--- src/rtl/fifo_write_operation_if.sv ---
// Bus bundle for the 8-entry FIFO write-side controller: push/pop requests,
// status flags, pointers and the eight storage outputs feeding the read mux.
interface fifo_write_operation_if #(
    parameter int DATA_WIDTH = 32,
    parameter int ADDR_WIDTH = 3
);
    logic                  wr_en;
    logic                  rd_en;
    logic [DATA_WIDTH-1:0] din;
    logic                  wr_ack;
    logic                  wr_err;
    logic                  rd_ack;
    logic                  rd_err;
    logic                  full;
    logic                  empty;
    logic [ADDR_WIDTH:0]   data_count;
    logic [ADDR_WIDTH-1:0] wr_ptr;
    logic [ADDR_WIDTH-1:0] rd_addr;
    logic [2:0]            state;
    logic [DATA_WIDTH-1:0] to_reg0;
    logic [DATA_WIDTH-1:0] to_reg1;
    logic [DATA_WIDTH-1:0] to_reg2;
    logic [DATA_WIDTH-1:0] to_reg3;
    logic [DATA_WIDTH-1:0] to_reg4;
    logic [DATA_WIDTH-1:0] to_reg5;
    logic [DATA_WIDTH-1:0] to_reg6;
    logic [DATA_WIDTH-1:0] to_reg7;

    // Requester side: issues push/pop, observes everything else.
    modport master (
        output wr_en, rd_en, din,
        input  wr_ack, wr_err, rd_ack, rd_err, full, empty, data_count,
               wr_ptr, rd_addr, state,
               to_reg0, to_reg1, to_reg2, to_reg3,
               to_reg4, to_reg5, to_reg6, to_reg7
    );

    // FIFO side: consumes requests, drives status and storage.
    modport slave (
        input  wr_en, rd_en, din,
        output wr_ack, wr_err, rd_ack, rd_err, full, empty, data_count,
               wr_ptr, rd_addr, state,
               to_reg0, to_reg1, to_reg2, to_reg3,
               to_reg4, to_reg5, to_reg6, to_reg7
    );
endinterface

--- src/rtl/fifo_write_operation.sv ---
// Write-side controller and storage for an 8 x DATA_WIDTH FIFO.
// Owns the storage registers, the tail (wr_ptr) and head (rd_addr) pointers,
// the occupancy count and a 6-state request FSM with registered ack/err flags.
// Optional macro FIFO_STORAGE_CLR_EN: when defined, reset also clears storage;
// otherwise storage has no reset and keeps its contents across reset.
module fifo_write_operation #(
    parameter int DATA_WIDTH = 32,
    parameter int ADDR_WIDTH = 3
) (
    input  logic                   clk,
    input  logic                   reset_n,
    fifo_write_operation_if.slave  bus
);
    localparam int DEPTH = 2 ** ADDR_WIDTH;
    localparam logic [ADDR_WIDTH:0] COUNT_FULL = (ADDR_WIDTH + 1)'(DEPTH);

    typedef enum logic [2:0] {
        INIT   = 3'b000,
        NO_OP  = 3'b001,
        WRITE  = 3'b010,
        WR_ERR = 3'b011,
        READ   = 3'b100,
        RD_ERR = 3'b101
    } state_t;

    state_t                state_reg;
    state_t                state_next;
    logic [ADDR_WIDTH-1:0] wr_ptr_reg;
    logic [ADDR_WIDTH-1:0] rd_addr_reg;
    logic [ADDR_WIDTH:0]   count_reg;
    logic                  do_push;
    logic                  do_pop;

    // Next state depends only on the requests and occupancy; push/pop strobes
    // act on the same edge the request is sampled, and reset suppresses them.
    always_comb begin
        state_next = NO_OP;
        do_push    = 1'b0;
        do_pop     = 1'b0;
        if (bus.wr_en && !bus.rd_en) begin
            if (count_reg == COUNT_FULL) begin
                state_next = WR_ERR;
            end else begin
                state_next = WRITE;
                do_push    = reset_n;
            end
        end else if (bus.rd_en && !bus.wr_en) begin
            if (count_reg == '0) begin
                state_next = RD_ERR;
            end else begin
                state_next = READ;
                do_pop     = reset_n;
            end
        end
    end

    // State register, pointers and occupancy.
    always_ff @(posedge clk) begin
        if (!reset_n) begin
            state_reg   <= INIT;
            wr_ptr_reg  <= '0;
            rd_addr_reg <= '0;
            count_reg   <= '0;
        end else begin
            state_reg <= state_next;
            if (do_push) begin
                wr_ptr_reg <= wr_ptr_reg + ADDR_WIDTH'(1);
                count_reg  <= count_reg + (ADDR_WIDTH + 1)'(1);
            end else if (do_pop) begin
                rd_addr_reg <= rd_addr_reg + ADDR_WIDTH'(1);
                count_reg   <= count_reg - (ADDR_WIDTH + 1)'(1);
            end
        end
    end

    // One register per entry; only the slot addressed by the tail pointer
    // loads on an accepted push.
    for (genvar gi = 0; gi < DEPTH; gi++) begin : g_entry
        logic [DATA_WIDTH-1:0] entry_reg;

        // Entry load on push (cleared on reset only when the macro is set).
        always_ff @(posedge clk) begin
`ifdef FIFO_STORAGE_CLR_EN
            if (!reset_n) begin
                entry_reg <= '0;
            end else if (do_push && (wr_ptr_reg == ADDR_WIDTH'(gi))) begin
                entry_reg <= bus.din;
            end
`else
            if (do_push && (wr_ptr_reg == ADDR_WIDTH'(gi))) begin
                entry_reg <= bus.din;
            end
`endif
        end
    end

    // Flags are pure decodes of registered state and count.
    assign bus.state      = state_reg;
    assign bus.wr_ack     = (state_reg == WRITE);
    assign bus.wr_err     = (state_reg == WR_ERR);
    assign bus.rd_ack     = (state_reg == READ);
    assign bus.rd_err     = (state_reg == RD_ERR);
    assign bus.full       = (count_reg == COUNT_FULL);
    assign bus.empty      = (count_reg == '0);
    assign bus.data_count = count_reg;
    assign bus.wr_ptr     = wr_ptr_reg;
    assign bus.rd_addr    = rd_addr_reg;

    assign bus.to_reg0 = g_entry[0].entry_reg;
    assign bus.to_reg1 = g_entry[1].entry_reg;
    assign bus.to_reg2 = g_entry[2].entry_reg;
    assign bus.to_reg3 = g_entry[3].entry_reg;
    assign bus.to_reg4 = g_entry[4].entry_reg;
    assign bus.to_reg5 = g_entry[5].entry_reg;
    assign bus.to_reg6 = g_entry[6].entry_reg;
    assign bus.to_reg7 = g_entry[7].entry_reg;
endmodule

--- src/flat_wrapper.sv ---
// flat-port wrapper written by rule: the top's interface ports become plain ports
module fifo_write_operation_flat 
#(
    parameter int DATA_WIDTH = 32,
    parameter int ADDR_WIDTH = 3
)
  (clk, reset_n, bus_wr_en, bus_rd_en, bus_din, bus_wr_ack, bus_wr_err, bus_rd_ack, bus_rd_err, bus_full, bus_empty, bus_data_count, bus_wr_ptr, bus_rd_addr, bus_state, bus_to_reg0, bus_to_reg1, bus_to_reg2, bus_to_reg3, bus_to_reg4, bus_to_reg5, bus_to_reg6, bus_to_reg7);
  fifo_write_operation_if #(.DATA_WIDTH(DATA_WIDTH), .ADDR_WIDTH(ADDR_WIDTH)) bus_i ();
  input  logic clk;
  input  logic reset_n;
  input wire logic [$bits(bus_i.wr_en)-1:0] bus_wr_en;
  input wire logic [$bits(bus_i.rd_en)-1:0] bus_rd_en;
  input wire logic [$bits(bus_i.din)-1:0] bus_din;
  output wire logic [$bits(bus_i.wr_ack)-1:0] bus_wr_ack;
  output wire logic [$bits(bus_i.wr_err)-1:0] bus_wr_err;
  output wire logic [$bits(bus_i.rd_ack)-1:0] bus_rd_ack;
  output wire logic [$bits(bus_i.rd_err)-1:0] bus_rd_err;
  output wire logic [$bits(bus_i.full)-1:0] bus_full;
  output wire logic [$bits(bus_i.empty)-1:0] bus_empty;
  output wire logic [$bits(bus_i.data_count)-1:0] bus_data_count;
  output wire logic [$bits(bus_i.wr_ptr)-1:0] bus_wr_ptr;
  output wire logic [$bits(bus_i.rd_addr)-1:0] bus_rd_addr;
  output wire logic [$bits(bus_i.state)-1:0] bus_state;
  output wire logic [$bits(bus_i.to_reg0)-1:0] bus_to_reg0;
  output wire logic [$bits(bus_i.to_reg1)-1:0] bus_to_reg1;
  output wire logic [$bits(bus_i.to_reg2)-1:0] bus_to_reg2;
  output wire logic [$bits(bus_i.to_reg3)-1:0] bus_to_reg3;
  output wire logic [$bits(bus_i.to_reg4)-1:0] bus_to_reg4;
  output wire logic [$bits(bus_i.to_reg5)-1:0] bus_to_reg5;
  output wire logic [$bits(bus_i.to_reg6)-1:0] bus_to_reg6;
  output wire logic [$bits(bus_i.to_reg7)-1:0] bus_to_reg7;
  assign bus_i.wr_en = bus_wr_en;
  assign bus_i.rd_en = bus_rd_en;
  assign bus_i.din = bus_din;
  assign bus_wr_ack = bus_i.wr_ack;
  assign bus_wr_err = bus_i.wr_err;
  assign bus_rd_ack = bus_i.rd_ack;
  assign bus_rd_err = bus_i.rd_err;
  assign bus_full = bus_i.full;
  assign bus_empty = bus_i.empty;
  assign bus_data_count = bus_i.data_count;
  assign bus_wr_ptr = bus_i.wr_ptr;
  assign bus_rd_addr = bus_i.rd_addr;
  assign bus_state = bus_i.state;
  assign bus_to_reg0 = bus_i.to_reg0;
  assign bus_to_reg1 = bus_i.to_reg1;
  assign bus_to_reg2 = bus_i.to_reg2;
  assign bus_to_reg3 = bus_i.to_reg3;
  assign bus_to_reg4 = bus_i.to_reg4;
  assign bus_to_reg5 = bus_i.to_reg5;
  assign bus_to_reg6 = bus_i.to_reg6;
  assign bus_to_reg7 = bus_i.to_reg7;
  fifo_write_operation #(.DATA_WIDTH(DATA_WIDTH), .ADDR_WIDTH(ADDR_WIDTH)) u_core (.clk(clk), .reset_n(reset_n), .bus(bus_i));
endmodule
--- config.mk ---
export PLATFORM = sky130hd
export DESIGN_NAME = fifo_write_operation_flat
export DESIGN_NICKNAME = d
export VERILOG_FILES = /design/src/rtl/fifo_write_operation_if.sv /design/src/rtl/fifo_write_operation.sv /design/src/flat_wrapper.sv
export SDC_FILE = /design/constraint.sdc
export NUM_CORES = 1
export LEC_CHECK = 0
export ABC_AREA = 0
export CORE_MARGIN = 8
export CORE_UTILIZATION = 47
export DETAILED_ROUTE_END_ITERATION = 6
export GPL_TIMING_DRIVEN = 1
export PLACE_DENSITY = 0.81
export SLEW_MARGIN = 20
export SYNTH_ARGS = -nofsm -noshare
export SYNTH_HDL_FRONTEND = slang
export SYNTH_SLANG_ARGS = --single-unit
--- constraint.sdc ---
create_clock -name clk -period 4.9 [get_ports clk]
set_input_delay 0.98 -clock clk [delete_from_list [all_inputs] [get_ports clk]]
set_output_delay 0.98 -clock clk [all_outputs]
set_load 0.02 [all_outputs]
==> metrics.yaml <==
cts_tree: "done"
viasPerCell: 4.94
antenna_found_initial: 1
gp_congestion: 0.808
ys_seq_elements: 269
p_total_mw: 4.64
cp_max_fo: 8
synth_area_per_cell_um2: 24.9
ys_types: 38
grt_pass1_wl_mm: 29.8
syn2layout_area_growth_pct: 48.4
drtIter0Drc: 259
wl_mm: 21.4
num_rows: 49
ys_seq_area_share_pct: 93.2
top_usage_layer: "met2"
firstDrtPassIters: 6
ant_nets: 0
synth-async-reset-ratio_pct: 0
cts_setup_buffers: 0
grt-ovfl-total: 0
ys_warn_count: 0
insertion_delay_ps: 500
dr_total_vias: 4543
die_h_um: 151
fill_cells: 1089
cts_resized: 0
fin_tns_setup_ps: 0
slew_headroom_pct: 33.1
peakVddDrop_v: 0.000297
fin_crit_ps: 3180
grt_max_degree: 33
drv_cap: 0
cp-start-kind: "flop"
finalCritPeriodShare_pct: 64.9
fp.coreArea_um2: 17900
grt_use_met1_pct: 20.0
outcome: "finished clean"
dp_hpwl_mm: 15.0
cts_hold_buf: 0
io_buffers: 310
r2r_start: "u_core.bus.data_count[1]"
synthesis.area_um2: 8530
dpl_worst_slack_ps: 1310
syn_nets: 388
met2_usage_pct: 32.5
layout_common_cells: "310 x clkdlybuf4s50_1, 256 x edfxtp_1, 25 x clkbuf_16"
cts-root-buf: "clkbuf_16"
io_pins: 311
cts_buffers: 25
startpoint: "u_core.bus.data_count[0]"
clock_sinks: 269
clockBufferDepth: 3
p_per_area_nw_per_um2: 367
synth-edff-count: 256
fin_ws_ps: 1720
crit_type: "reg2out"
antennaDiodeCount: 0
hold_path_startpoint: "u_core.bus.data_count[3]"
rsz0062_at_grt: "false"
dieArea_um2: 22700
cts_max_level: 1
die_w_um: 151
leakagePower_nw: 4.26
drive_gt1_share_pct: 6.95
met3_usage_pct: 5.17
hold_path_class: "reg2reg"
skew_ps: 13.6
start_util_pct: 47.6
synth_cells: 343
slew_violations: 0
mostFrequentLayoutCell: "clkdlybuf4s50_1"
clkTransAtPathRegs_ps: 60
worst_pin_slew_ps: 1000
finalHoldViolations: 0
synth_ff_type: "edfxtp_1"
endpoint_kind: "output pin"
grt_pass1_vias: 4653
fin_nets: 723
cp.required_ps: 3920
wire_per_inst_um: 23.3
max_freq_mhz: 314
drc: 0
setup_viol: 0
arrival_ps: 2200
track_usage_pct: 17.8
[per-stage QoR]
step / util, % / instances / hold WS (ps) / instance area (um2)
after CTS: 70.7 / 920 / 507 / 12700
after global routing: 70.7 / 920 / 532 / 12700
after detailed placement: 66.5 / 880 / 500 / 11900
after floorplan: - / 343 / 546 / 8530
after global placement: 66.5 / 880 / 472 / 11900
final: 70.7 / 920 / 507 / 12700
[cells by family after synthesis]
| logic type | share of synthesized area [%] |
|---|---|
| XOR/XNOR | 0.411 |
| buffers and inverters | 0.484 |
| AO/OA/AOI/OAI | 1.04 |
| flip-flops | 93.2 |
| AND/OR/NAND/NOR | 3.20 |
| multiplexers | 0.352 |
| adder cells (fa/ha/maj) | 1.32 |
[power breakdown]
| group | internal (mW) | switching, mW | total (mW) | leakage, nW |
|---|---|---|---|---|
| sequential | 2.55 | 0.0291 | 2.58 | 2.41 |
| combinational | 0.125 | 0.152 | 0.277 | 1.48 |
| clock | 1.03 | 0.753 | 1.78 | 0.366 |
[metal layers]
metal  up-vias  part of all wire, %
met5         -                0.042
met4         2                  1.7
met3        32                   11
met2       260                   53
met1      2227                   34
li1       2022                    -
[cell type report]
| type | count | area (um2) | share of cell area [%] |
|---|---|---|---|
| Clock buffer | 28 | 637 | 5.03 |
| Clock inverter | 12 | 108 | 0.850 |
| Inverter | 7 | 26.3 | 0.208 |
| Multi-Input combinational cell | 65 | 549 | 4.34 |
| Sequential cell | 269 | 7950 | 62.8 |
| Tap cell | 229 | 287 | 2.26 |
| Timing Repair Buffer | 310 | 3100 | 24.5 |
[cell usage after synthesis (2+ instances only)]
cell / n / share of area (%)
inv_1: 6 / 0.26
edfxtp_1: 256 / 90
dfxtp_1: 13 / 3.1
mux2i_1: 3 / 0.35
nor2b_1: 2 / 0.15
nor3b_1: 2 / 0.18
and3b_1: 3 / 0.31
xnor2_1: 3 / 0.31
a21boi_1: 2 / 0.18
ha_1: 9 / 1.3
and3_1: 6 / 0.44
and2_1: 7 / 0.51
nand3_1: 4 / 0.23
nand2_1: 3 / 0.13
[critical path, cell delays in order (launching register included)]
cell and delay (ps):
dfxtp_1 410, or4_4 610, inv_1 80, clkdlybuf4s50_1 600
[path summary, 6_finish.rpt]
| check | end | slack (ps) | cells after the start |
|---|---|---|---|
| worst max register to register | u_core.bus.to_reg7[11] | 2630 | 3 |
| worst min-delay path | u_core.bus.data_count[3] | 510 | 2 |
| worst max-delay path | bus_empty | 1720 | 3 |
| worst min register to register | u_core.bus.data_count[3] | 510 | 2 |
Power figures use the tool's default switching activity.
